===== src/rtl/uart_pkg.sv =====
// Shared UART definitions used by the transmitter and the future receiver.
// Holds the frame geometry, the line levels for start/stop bits and the FSM
// state encoding.
package uart_pkg;

  localparam int unsigned UART_DATA_BITS = 8;

  localparam logic UART_START_BIT = 1'b0;
  localparam logic UART_STOP_BIT  = 1'b1;

  localparam logic [2:0] ST_IDLE   = 3'd0;
  localparam logic [2:0] ST_START  = 3'd1;
  localparam logic [2:0] ST_DATA   = 3'd2;
  localparam logic [2:0] ST_PARITY = 3'd3;
  localparam logic [2:0] ST_STOP   = 3'd4;

  typedef enum logic [2:0] {
    UART_IDLE   = ST_IDLE,
    UART_START  = ST_START,
    UART_DATA   = ST_DATA,
    UART_PARITY = ST_PARITY,
    UART_STOP   = ST_STOP
  } uart_state_e;

endpackage


===== src/rtl/uart_baud_tick.sv =====
// Baud-rate divider: counts 0..CLK_PER_BAUD-1 and raises a registered one-cycle
// tick on the last cycle of every bit period.
//   clk    - system clock
//   rst    - asynchronous active-low reset
//   clear  - hold the counter at 0 (used while the line is idle)
//   cnt    - current position inside the bit period
//   tick   - high during the final cycle of each bit period
module uart_baud_tick #(
  parameter  int unsigned CLK_PER_BAUD = 4,
  localparam int unsigned CNT_W        = (CLK_PER_BAUD > 1) ? $clog2(CLK_PER_BAUD) : 1
) (
  input  logic             clk,
  input  logic             rst,
  input  logic             clear,
  output logic [CNT_W-1:0] cnt,
  output logic             tick
);

  localparam logic [CNT_W-1:0] CNT_LAST = CNT_W'(CLK_PER_BAUD - 1);

  logic [CNT_W-1:0] cnt_q, cnt_d;
  logic             tick_q, tick_d;

  // Next count; tick is registered from the next count so it lines up with cnt==last.
  always_comb begin
    cnt_d  = cnt_q;
    tick_d = 1'b0;
    if (clear || (cnt_q == CNT_LAST)) begin
      cnt_d = '0;
    end else begin
      cnt_d = cnt_q + CNT_W'(1);
    end
    tick_d = (cnt_d == CNT_LAST);
  end

  always_ff @(posedge clk or negedge rst) begin
    if (!rst) begin
      cnt_q  <= '0;
      tick_q <= 1'b0;
    end else begin
      cnt_q  <= cnt_d;
      tick_q <= tick_d;
    end
  end

  assign cnt  = cnt_q;
  assign tick = tick_q;

endmodule


===== src/rtl/uart_tx_core.sv =====
// UART transmitter: serialises one byte per request into an 8N1 frame
// (start, 8 data bits LSB first, stop) with CLK_PER_BAUD clocks per bit.
// Optional macro UART_TX_PARITY_EN inserts an even-parity bit before stop.
//   clk        - system clock
//   rst        - asynchronous active-low reset
//   tx_byte    - byte to send, sampled when a frame is accepted
//   start_send - level request, honoured only while idle
//   tx         - registered serial line, idle high
//   done       - registered one-cycle pulse on the last stop-bit cycle
module uart_tx_core
  import uart_pkg::*;
#(
  parameter int unsigned CLK_PER_BAUD = 4
) (
  input  logic       clk,
  input  logic       rst,
  input  logic [7:0] tx_byte,
  input  logic       start_send,
  output logic       tx,
  output logic       done
);

  localparam int unsigned CNT_W = (CLK_PER_BAUD > 1) ? $clog2(CLK_PER_BAUD) : 1;
  localparam int unsigned IDX_W = $clog2(UART_DATA_BITS);

  logic [2:0]                state_q, state_d;
  logic [UART_DATA_BITS-1:0] shift_q, shift_d;
  logic [IDX_W-1:0]          idx_q, idx_d;
  logic                      tx_q, tx_d;
  logic                      done_q, done_d;
  logic [CNT_W-1:0]          baud_cnt;
  logic                      baud_tick;
`ifdef UART_TX_PARITY_EN
  logic                      parity_q, parity_d;
`endif

  // Bit timer is held at zero while idle so each frame starts on a fresh period.
  uart_baud_tick #(
    .CLK_PER_BAUD(CLK_PER_BAUD)
  ) u_baud_tick (
    .clk  (clk),
    .rst  (rst),
    .clear(state_q == ST_IDLE),
    .cnt  (baud_cnt),
    .tick (baud_tick)
  );

  // Next-state, datapath and output decode.
  always_comb begin
    state_d = state_q;
    shift_d = shift_q;
    idx_d   = idx_q;
    done_d  = 1'b0;
    tx_d    = UART_STOP_BIT;
`ifdef UART_TX_PARITY_EN
    parity_d = parity_q;
`endif

    case (state_q)
      ST_IDLE: begin
        if (start_send) begin
          state_d = ST_START;
          shift_d = tx_byte;
          idx_d   = '0;
`ifdef UART_TX_PARITY_EN
          parity_d = ^tx_byte;
`endif
        end
      end
      ST_START: begin
        if (baud_tick) begin
          state_d = ST_DATA;
          idx_d   = '0;
        end
      end
      ST_DATA: begin
        if (baud_tick) begin
          shift_d = shift_q >> 1;
          if (idx_q == IDX_W'(UART_DATA_BITS - 1)) begin
`ifdef UART_TX_PARITY_EN
            state_d = ST_PARITY;
`else
            state_d = ST_STOP;
`endif
          end else begin
            idx_d = idx_q + IDX_W'(1);
          end
        end
      end
`ifdef UART_TX_PARITY_EN
      ST_PARITY: begin
        if (baud_tick) begin
          state_d = ST_STOP;
        end
      end
`endif
      ST_STOP: begin
        // Registered, so flag the cycle before the final one.
        done_d = (baud_cnt == CNT_W'(CLK_PER_BAUD - 2));
        if (baud_tick) begin
          state_d = ST_IDLE;
        end
      end
      default: begin
        state_d = ST_IDLE;
      end
    endcase

    // tx is registered from the state being entered, so it changes on the bit edge.
    case (state_d)
      ST_START: tx_d = UART_START_BIT;
      ST_DATA:  tx_d = shift_d[0];
`ifdef UART_TX_PARITY_EN
      ST_PARITY: tx_d = parity_d;
`endif
      default:  tx_d = UART_STOP_BIT;
    endcase
  end

  always_ff @(posedge clk or negedge rst) begin
    if (!rst) begin
      state_q <= ST_IDLE;
      shift_q <= '0;
      idx_q   <= '0;
      tx_q    <= UART_STOP_BIT;
      done_q  <= 1'b0;
`ifdef UART_TX_PARITY_EN
      parity_q <= 1'b0;
`endif
    end else begin
      state_q <= state_d;
      shift_q <= shift_d;
      idx_q   <= idx_d;
      tx_q    <= tx_d;
      done_q  <= done_d;
`ifdef UART_TX_PARITY_EN
      parity_q <= parity_d;
`endif
    end
  end

  assign tx   = tx_q;
  assign done = done_q;

endmodule


===== config.mk =====
export PLATFORM = sky130hd
export DESIGN_NAME = uart_tx_core
export DESIGN_NICKNAME = d
export VERILOG_FILES = /design/src/rtl/uart_pkg.sv /design/src/rtl/uart_baud_tick.sv /design/src/rtl/uart_tx_core.sv
export SDC_FILE = /design/constraint.sdc
export NUM_CORES = 1
export LEC_CHECK = 0
export ABC_AREA = 1
export CAP_MARGIN = 20
export CORE_MARGIN = 3
export CORE_UTILIZATION = 55
export DETAILED_ROUTE_END_ITERATION = 10
export GPL_TIMING_DRIVEN = 0
export PLACE_DENSITY = 0.79
export SLEW_MARGIN = 40
export SYNTH_ARGS = -nofsm -noshare
export SYNTH_HDL_FRONTEND = slang
export SYNTH_SLANG_ARGS = --single-unit

===== constraint.sdc =====
create_clock -name clk -period 3.1 [get_ports clk]
set_clock_uncertainty 0.2 [all_clocks]
set_input_delay 0.465 -clock clk [delete_from_list [all_inputs] [get_ports clk]]
set_output_delay 0.465 -clock clk [all_outputs]
set_load 0.005 [all_outputs]

==> key figures <==
Synth
  – Seq/Total Area, Yosys: 0.488
  – Syn Area/Cell: between 8 and 9 µm²
  – Top-area cell type share of the netlist area: 0.462
  – Net count after synthesis: roughly 130
  – Syn Inst Count: ~120
  – Main area contributors after synthesis: dfrtp_1, nand2_1, nand3_1
  – Yosys reg bits: 19
  – EDFF count, synth: 0
  – Number of distinct library cells after synthesis: 20
  – Warnings, synthesis: 0
  – Cell taking the most area after synthesis: dfrtp_1
  – Top FF cell, synth: dfrtp_1
  – Count leader, synth: nand2_1
  – Async set-reset flop share out of synthesis: 1.00
  – Top post-synthesis cells by count: nand2_1, nand3_1, dfrtp_1
  – Mapped cell area: 976 µm²

Power
  – Net Sw Power: 340 µW
  – Clk network pwr share: 0.147
  – Leakage: 0.575 nW
  – Switch share: 0.397
  – Overall power: 856 µW
  – Pwr Density: around 740 nW/µm²
  – Worst ir drop on vdd: around 0.00049 V
  – Flop pwr share: 0.451
  – Power share of the combinational group: 0.402
  – Total internal power: a little over 500 µW

Placement
  – GP Congestion: 0.782
  – Pre-CTS WS: between 1 and 1.5 ns
  – DP HPWL: 1390 µm
  – Port Buffers: 12

Die
  – Die Area: approximately 2300 µm²
  – Num rows: 14
  – Die X-Extent: 48.1 µm
  – I/O pins: 13
  – Chip height: 48.1 µm
  – Starting Density: 0.612
  – Core Area: 1590 µm²

Setup path
  – Crit path required time: 2.43 ns
  – Worst R2R Setup Slack: 1.51 ns
  – Kind of critical path: flop to primary output
  – Slowest stage delay, CP: roughly 0.53 ns
  – Crit Path Max Fanout: 1
  – Crit end category: primary output
  – Worst setup SP type: flop
  – Arrival time worst endpoint: 1.31 ns
  – CP delay by family, top: flip-flops
  – Slowest-stage cell, CP: dfstp_2
  – Buf/Inv on CP: 1
  – CP Cell Sequence: clkdlybuf4s50_1

Flow run
  – Max_cap viols: 0

Global route
  – Global-route wire length before repair: about 3000 µm
  – Largest net degree at the start of global routing: 20
  – Overall Global Routing Usage: 0.187
  – Final global-route overflow total: 0
  – Vias in the first global route: 701
  – Initial antenna violation count: 0

STA
  – Period utilisation layout: 0.637
  – Max-slew violation count: 0
  – Worst Tran Pin Value: 0.423 ns
  – Min cycle time layout: 1.97 ns
  – Hold WS: 0.297 ns
  – Max_slew headroom: 0.718
  – # setup viols final: 0
  – RSZ-0062 raised after global routing: no
  – Worst setup margin: about 1.1 ns
  – Hold Vio Cnt, Final: 0
  – Fin Setup TNS: 0 ns
  – Fmax: 506 MHz

Final layout
  – Antenna cell count: 0
  – Final #Nets: 149
  – Final Util: 0.726
  – Share of post-route cells with drive strength above 1: 0.143
  – Layout area overhead: 18.6%

Clock tree
  – Clock slew at reported path FFs: 0.10 ns
  – CTS H-Tree Depth: 1
  – Root buf cell: clkbuf_4
  – CTS buffer count: 3
  – CTS tree: built
  – Clock latency reported for the late side of the worst-skew pair: 0.30 ns
  – Count of clock tree sinks: 19
  – Post-CTS sizing: 0
  – Bufs on Longest Clock Path: 2

Detailed routing
  – Drc violations: 0
  – Routed vias: 792
  – DR vias/cell: about 5
  – DR iter-0 viols: 22
  – Antenna Nets Post-Route: 0
  – WL final: 1810 µm
  – Routed WL per cell: 11.5 µm
  – TritonRoute pass-1 iters: 4

Outcome
  – Outcome: complete, no violations

Hold path
  – Hold WC Path Type: flop to flop
[per-stage QoR]
| step | instance area, µm² | std cells |
|---|---|---|
| CTS | 1150 | 156 |
| floorplan | 976 | 116 |
| detailed placement | 1130 | 152 |
| finish | 1160 | 157 |
| global placement | 1130 | 152 |
| global route | 1160 | 157 |
[worst paths after layout]
path / startpoint / to / cells past startpoint
max in group asynchronous: rst / tx$_DFF_PN1_ / 2
min in group asynchronous: rst / state_q[1]$_DFF_PN0_ / 2
worst min register to register: shift_q[1]$_DFFE_PN0P_ / shift_q[1]$_DFFE_PN0P_ / 2
worst max-delay path: tx$_DFF_PN1_ / tx / 1
worst max register to register: idx_q[0]$_DFFE_PN0P_ / idx_q[0]$_DFFE_PN0P_ / 7
worst min-delay path: shift_q[1]$_DFFE_PN0P_ / shift_q[1]$_DFFE_PN0P_ / 2
[flip-flops by register name, summed over array words and instances (netlist names)]
| signal | cells |
|---|---|
| shift_q | 8 |
| idx_q | 3 |
| state_q | 3 |
| u_baud_tick.cnt | 2 |
| done | 1 |
| tx | 1 |
| u_baud_tick.tick | 1 |
[routing by layer]
| metal | global-route usage | part of all wire | up-vias |
|---|---|---|---|
| met5 | 0 | 0 | - |
| met4 | 0.0968 | 0.022 | 0 |
| met3 | 0.0332 | 0.039 | 6 |
| met2 | 0.311 | 0.50 | 15 |
| met1 | 0.231 | 0.44 | 365 |
| li1 | - | - | 406 |
[layout by cell type (no fill, tap or decap), types with 3 or more instances in the layout]
| cell type | n |
|---|---|
| ha_1 | 4 |
| o21bai_1 | 3 |
| clkbuf_4 | 3 |
| nand3_1 | 20 |
| inv_1 | 12 |
| nor2_2 | 3 |
| nand2_1 | 31 |
| nor2_1 | 7 |
| inv_2 | 3 |
| dfrtp_1 | 18 |
| clkdlybuf4s50_1 | 11 |
[power by group through the flow]
stage	combinational [mW]	sequential, mW	clock (mW)
4_1_cts	0.348	0.387	0.128
3_5_place_dp	0.346	0.392	0
6_report	0.344	0.386	0.125
5_1_grt	0.398	0.396	0.137
2_1_floorplan	0.256	0.382	0
3_3_place_gp	0.330	0.388	0
[repair_timing]
item | in CTS | in global routing
endpoints found under the hold margin | 0 | 18
hold buffers | 0 | 1
buffers inserted | 0 | 0
[cell families after synthesis]
group	share of synthesized area
DFF	0.488
buffers and inverters	0.0705
muxes	0.0103
and+or+nand+nor	0.341
adders and majority gates	0.0513
AOI/OAI and AO/OA	0.0385
[cell type report]
type,instances,area (µm²)
inverters,15,56.3
plain buffers,2,12.5
well taps,24,30.0
flip-flops and latches,19,477
fillers,127,437
clock buffers,4,26.3
multi-input cells,80,430
repair buffers,13,125
No activity file was read; power rests on OpenSTA's default activity.
